[src/rtl/bfloat_mac_drain.sv]
// Ping-pong capture of packed bfloat16 lane results, drained one word per beat over valid/ready.
// Optional DRAIN_NAN_FLAG_EN adds out_nan (per-beat NaN flag) and sticky nan_seen.
module bfloat_mac_drain #(
  parameter  int N      = 2,
  localparam int LANE_W = (N > 1) ? $clog2(N) : 1
) (
  input  logic              clk1,
  input  logic              rst1,
  input  logic              capture,
  input  logic [16*N-1:0]   res_in,
  output logic [15:0]       out_data,
  output logic [LANE_W-1:0] out_lane,
  output logic              out_valid,
  input  logic              out_ready,
  output logic              out_last,
  output logic              busy,
  output logic              overflow
`ifdef DRAIN_NAN_FLAG_EN
  ,
  output logic              out_nan,
  output logic              nan_seen
`endif
);

  localparam logic [LANE_W-1:0] LAST_LANE = LANE_W'(N - 1);

  typedef enum logic {IDLE, DRAIN} state_t;

  state_t              state;
  logic [16*N-1:0]     bank [2];
  logic [1:0]          full;
  logic [1:0]          free;
  logic [1:0]          full_next;
  logic                wr_ptr;
  logic                rd_ptr;
  logic                rd_ptr_next;
  logic [LANE_W-1:0]   lane;
  logic                xfer;
  logic                last_xfer;
  logic                cap_ok;

  // A bank freed by the last beat this edge may be refilled on the same edge.
  always_comb begin
    xfer        = (state == DRAIN) && out_ready;
    last_xfer   = xfer && (lane == LAST_LANE);
    free        = '0;
    free[rd_ptr] = last_xfer;
    cap_ok      = capture && (!full[wr_ptr] || free[wr_ptr]);
    full_next   = full & ~free;
    if (cap_ok) full_next[wr_ptr] = 1'b1;
    rd_ptr_next = rd_ptr ^ last_xfer;
  end

  always_ff @(posedge clk1) begin
    if (rst1) begin
      bank[0]  <= '0;
      bank[1]  <= '0;
      full     <= '0;
      wr_ptr   <= 1'b0;
      rd_ptr   <= 1'b0;
      lane     <= '0;
      state    <= IDLE;
      overflow <= 1'b0;
    end else begin
      if (cap_ok) bank[wr_ptr] <= res_in;
      wr_ptr <= wr_ptr ^ cap_ok;
      full   <= full_next;
      rd_ptr <= rd_ptr_next;
      if (xfer) lane <= (lane == LAST_LANE) ? '0 : lane + LANE_W'(1);
      // Staying in DRAIN whenever the next bank to read is full gives back-to-back beats.
      state <= full_next[rd_ptr_next] ? DRAIN : IDLE;
      if (capture && !cap_ok) overflow <= 1'b1;
    end
  end

  assign out_valid = (state == DRAIN);
  assign out_data  = bank[rd_ptr][16*int'(lane) +: 16];
  assign out_lane  = lane;
  assign out_last  = out_valid && (lane == LAST_LANE);
  assign busy      = |full;

`ifdef DRAIN_NAN_FLAG_EN
  assign out_nan = out_valid && (out_data[14:7] == 8'hFF) && (out_data[6:0] != 7'd0);

  always_ff @(posedge clk1) begin
    if (rst1) nan_seen <= 1'b0;
    else if (xfer && out_nan) nan_seen <= 1'b1;
  end
`endif

endmodule

[config.mk]
export PLATFORM = sky130hd
export DESIGN_NAME = bfloat_mac_drain
export DESIGN_NICKNAME = d
export VERILOG_FILES = /design/src/rtl/bfloat_mac_drain.sv
export SDC_FILE = /design/constraint.sdc
export NUM_CORES = 1
export LEC_CHECK = 0
export CAP_MARGIN = 20
export CELL_PAD_IN_SITES_DETAIL_PLACEMENT = 1
export CELL_PAD_IN_SITES_GLOBAL_PLACEMENT = 2
export CORE_ASPECT_RATIO = 0.7
export CORE_MARGIN = 2
export CORE_UTILIZATION = 35
export CTS_CLUSTER_DIAMETER = 80
export DETAILED_ROUTE_END_ITERATION = 6
export PLACE_DENSITY = 0.88
export SLEW_MARGIN = 5
export SYNTH_ARGS = -nofsm -noshare
export SYNTH_HDL_FRONTEND = slang
export SYNTH_SLANG_ARGS = --single-unit
[constraint.sdc]
create_clock -name clk1 -period 3.9 [get_ports clk1]
set_input_delay 0.585 -clock clk1 [delete_from_list [all_inputs] [get_ports clk1]]
set_output_delay 0.585 -clock clk1 [all_outputs]
set_load 0.02 [all_outputs]
==> metrics, run 1 <==
status finished, final reports clean; RSZ-0062 raised after global routing false; utilization after layout 0.476; Clock Latency Late Sink 0.33 ns; fillers 862; Root Buffer clkbuf_16; Seq cells post-synth 71; Chip Height 83.1 µm; largest net degree at the start of global routing 33; net count after synthesis 234; post-cts sizing count 0; dpl hpwl 4410 µm; setup repair bufs after CTS 0; WHS Path Cells 2; post-DR vias/cell 4.65; H-tree Lvls 3; commonest non-fill, non-tap cells in the layout and2_1, edfxtp_1, clkdlybuf4s50_1; Cell Area, Synth 3130 µm²; Period minus WS final 3.10 ns; Initial Utilization 0.365; Worst slew margin 0.416; critical path required time 3.31 ns; Slew Viols, Final 0; Register Area 2060 µm²; placed insts 365; Netlist cell types 26; critical path arrival 2.51 ns; Max-Cap Viols 0; yosys warns 0; first drt pass iteration count 4; FP Rows 28; Max VDD drop 0.211 mV; final hold slack 0.495 ns; pwr/cell area 460 nW/µm²; Power Total 1.88 mW; crit path capture type output port; critical path class reg2out; Worst setup SP type flop; Final TNS setup 0 ns; vias post-DR 1,775; Slew @ Worst Pin 0.875 ns; Leakage Power 1.49 nW; die width 117 µm; maximum clock rate 323 MHz; CTS tree built; WL final 6780 µm; CTS Buffer Depth 2; Port Buffers 56; Top-Level Pins 57; fin crit share 0.794; # hold bufs at CTS 0; commonest non-fill, non-tap cell in the layout and2_1; worst r2r path cells 6; first-pass GRT wire length 10,800 µm; clk slew on worst S/H paths 0.05 ns; final setup vio count 0; area delta synth->final 30.4%; Post-DRT Antenna Nets 0; vias in the first global route 1,969; WL/cell 17.7 µm; fraction of layout cells with a size suffix above 1 0.137; Final nets 295; Clock Sink Count 71; RD Place Congestion 0.744; core box area 8580 µm²; initial antenna violation count 0; cell count after synthesis 196; grt total ovfl 0; register area share after synthesis 0.658; Total GRT Usage 0.153; worst min path class reg2reg; DRC 0; Worst Skew 0.00415 ns; Num CTS Buffers 9; DRT iter0 DRCs 78; synthesized area per cell 16.0 µm²; Final Hold Viols 0; die area 9730 µm²; Max FO, Critical Path 10; n_diodes 0; multi-input logic area 998 µm²; fin cells 382
worst max-delay path, cell delays in order (launching register included):
cell,delay (ns)
dfxtp_1,0.73
buf_4,0.34
mux4_2,0.55
clkdlybuf4s50_1,0.55
metrics by stage:
step	area [µm²]	setup WS, ns
CTS	4070	0.695
global route	4090	0.610
detailed placement	3810	1.07
floorplan	3130	0.628
global placement	3810	1.11
finish	4090	0.804
path summary, 6_finish.rpt:
| kind | startpoint | slack [ns] | endpoint |
|---|---|---|---|
| setup / recovery | rd_ptr | 0.80 | out_data[8] |
| hold / removal | overflow | 0.50 | overflow |
| setup reg to reg | rd_ptr | 1.30 | bank[0][16] |
| hold reg to reg | overflow | 0.50 | overflow |
flip-flops by register name, indices dropped and copies added (netlist names):
name and cells:
wr_ptr 1, overflow 1, bank 64, out_valid 1, rd_ptr 1, full 2
out_lane 1
cells in the mapped netlist:
library cell	n	area (µm²)
inv_1	2	7.51
o21bai_1	1	7.51
nor3_2	1	10.0
a21oi_1	3	15.0
nand2b_1	3	18.8
buf_2	6	30.0
buf_6	1	11.3
and3_1	1	6.26
o21ai_0	1	5.00
nor2b_1	2	12.5
a221oi_1	1	8.76
buf_12	1	20.0
or2_2	1	6.26
mux2i_1	1	10.0
buf_4	3	22.5
ha_1	2	25.0
nor2b_2	1	8.76
xor2_1	2	17.5
mux4_1	1	26.3
mux4_2	15	338
nand2_1	4	15.0
dfxtp_1	7	140
and2_1	66	413
nor2_1	5	18.8
edfxtp_1	64	1920
nor3_4	1	16.3
power by group:
part / internal [mW] / total (mW) / switching [mW]
Clock: 0.446 / 0.726 / 0.280
Sequential: 0.892 / 0.912 / 0.0200
Combinational: 0.123 / 0.240 / 0.116
Total: 1.46 / 1.88 / 0.416
kinds of logic (layout without fill, tap and decap cells):
| group | Yosys count | in the layout | share of synthesized area |
|---|---|---|---|
| AOI/OAI and AO/OA | 6 | 6 | 0.0116 |
| and+or+nand+nor | 85 | 85 | 0.168 |
| DFF | 71 | 71 | 0.658 |
| adders and majority gates | 2 | 2 | 0.00799 |
| xor gates and xnor gates | 2 | 2 | 0.00559 |
| muxes | 17 | 17 | 0.119 |
| buffers and inverters | 13 | 79 | 0.0292 |
cell type report:
cell class / count / share of cell area
Tap cell: 120 / 0.0368
Clock buffer: 15 / 0.0631
Inverter: 2 / 0.00184
Timing Repair Buffer: 61 / 0.148
Multi-Input combinational cell: 112 / 0.244
Clock inverter: 1 / 0.000919
Sequential cell: 71 / 0.505
per-layer routing:
layer  track usage  vias to the layer above  wire, µm
met5             0                        -         0
met3        0.0518                        8       330
met1         0.202                      890      3050
met2         0.238                       50      3300
li1              -                      827         -
met4        0.0513                        0        95
(Power assumes the default switching activity.)
==> inputs of run 2 (changes only) <==
==> constraint.sdc (replaced) <==
create_clock -name clk1 -period 3 [get_ports clk1]
set_input_delay 0.45 -clock clk1 [delete_from_list [all_inputs] [get_ports clk1]]
set_output_delay 0.45 -clock clk1 [all_outputs]
set_load 0.02 [all_outputs]
==> run 2 against run 1 <==
Compared with the run above: critical path type unchanged; routed wire length fell by 2.4%; clock power up 67%; critical endpoint is now out_data[0]; register-to-register slack lost 0.50 ns; combinational power is 34% higher; global-route usage decreased by 0.58 points; flip-flop and latch count unchanged; first-iteration DRC count is 5.1% lower.
==> metrics, run 2 (same netlist as run 1, synthesis figures left out) <==
slowest CP cell mux4_1; Clock Sink Count 71 (unchanged); critical-path cell list buf_4 -> mux4_1 -> clkdlybuf4s50_1; Period minus WS final 2.50 ns; area delta synth->final 33.9%; core box area 8580 µm² (unchanged); critical path required time 2.55 ns (-0.76 ns); Total GRT Usage 0.148 (-0.00585); die width 117 µm (unchanged); Worst Skew 0.00592 ns (+0.00177 ns); crit path capture type output port; n_diodes 0 (unchanged); Leakage Power 1.55 nW (+3.8%); WL/cell 17.2 µm (-2.9%); max incr delay on CP 0.59 ns (-0.14 ns); largest net degree at the start of global routing 33 (unchanged); fin crit share 0.833; Top-Level Pins 57 (unchanged); FP Rows 28 (unchanged); Worst slew margin 0.348 (-0.0682); # hold bufs at CTS 0 (unchanged); fraction of layout cells with a size suffix above 1 0.159 (+0.0217); Num CTS Buffers 9 (unchanged); H-tree Lvls 3 (unchanged); critical path class reg2out; Chip Height 83.1 µm (unchanged); first-pass GRT wire length 10,400 µm (-3.3%); largest registers bank: 64 flops, full: 2 flops; RD Place Congestion 0.759 (+1.9%); largest reg by FF count bank; CTS tree built; Max VDD drop 0.289 mV (+37%); clk slew on worst S/H paths 0.06 ns (about the same); DRT iter0 DRCs 74 (-5.1%); Final Hold Viols 0 (unchanged); Initial Utilization 0.365 (unchanged); post-cts sizing count 0 (unchanged); RSZ-0062 raised after global routing false; Worst setup SP type flop; commonest non-fill, non-tap cells in the layout and2_1, edfxtp_1, clkdlybuf4s50_1; vias in the first global route 1,887 (-4.2%); Clock Latency Late Sink 0.33 ns (about the same); initial antenna violation count 0 (unchanged); final hold slack 0.481 ns (-0.0146 ns); post-DR vias/cell 4.63 (-0.46%); utilization after layout 0.488 (+0.0125); Post-DRT Antenna Nets 0 (unchanged); Port Buffers 56 (unchanged); status finished, final reports clean; grt total ovfl 0 (unchanged); Final nets 297 (+0.68%); vias post-DR 1,776 (+0.056%); critical path arrival 2.05 ns (-0.46 ns); Slew @ Worst Pin 0.974 ns (+0.0991 ns); commonest non-fill, non-tap cell in the layout and2_1; CTS Buffer Depth 2 (unchanged); Power Total 2.71 mW (+44%); dpl hpwl 4410 µm (about the same); worst min path class reg2reg; maximum clock rate 400 MHz; pwr/cell area 646 nW/µm² (+41%); final setup vio count 0 (unchanged); first drt pass iteration count 4 (unchanged); Slew Viols, Final 0 (unchanged); setup repair bufs after CTS 0 (unchanged); WL final 6610 µm (-2.4%); Max FO, Critical Path 8 (-2); DRC 0 (unchanged); Final TNS setup 0 ns (unchanged); die area 9730 µm² (unchanged); Max-Cap Viols 0 (unchanged); Root Buffer clkbuf_16; max reg flops 64 (unchanged)
==> run 2: changes by cell type in the layout (fill, tap and decap cells not counted), sizes merged <==
cell / previous run / this run
clkbuf: 15 / 9
bufinv: 0 / 3
clkinv: 1 / 4
buf: 5 / 7
==> run 2: routing by layer <==
layer  global-route usage  wire length (µm)  vias up
met1                0.192              3070      881
met4               0.0513                88        0
met3               0.0496               318        9
li1                     -                 -      841
met5                    0                 0        -
met2                0.231              3140       45
==> run 2: layout make-up <==
class,instances,area (µm²)
Timing Repair Buffer,63,638
Tap cell,120,150
Inverter,2,7.51
Sequential cell,71,2060
Fill cell,858,4390
Clock buffer,9,225
Multi-Input combinational cell,112,998
Clock inverter,7,111
==> run 2: final timing paths <==
path                            startpoint     endpoint  slack [ns]  depth (start not counted)
worst min-delay path              overflow     overflow        0.48                          2
worst max register to register    out_lane   bank[1][4]        0.80                          6
worst max-delay path                rd_ptr  out_data[0]        0.50                          3
worst min register to register    overflow     overflow        0.48                          2
==> run 2: metrics by stage <==
stage / setup WS (ns) / instance area, µm² / instances
2_1_floorplan: 0.401 / 3140 / 196
3_3_place_gp: 0.451 / 3860 / 368
3_5_place_dp: 0.361 / 3860 / 368
4_1_cts: 0.465 / 4190 / 384
5_1_grt: 0.418 / 4190 / 384
6_report: 0.501 / 4190 / 384
==> run 2: report_power, final <==
part / total (mW) / internal [mW] / switching [mW]
Clock: 1.21 / 0.806 / 0.403
Combinational: 0.321 / 0.168 / 0.153
Sequential: 1.18 / 1.16 / 0.0219
Total: 2.71 / 2.13 / 0.578
==> run 2: critical path: cells and delay by family (launching register included) <==
family,cells,cell delay [ns]
muxes,1,0.59
buffers and inverters,2,0.79
DFF,1,0.33
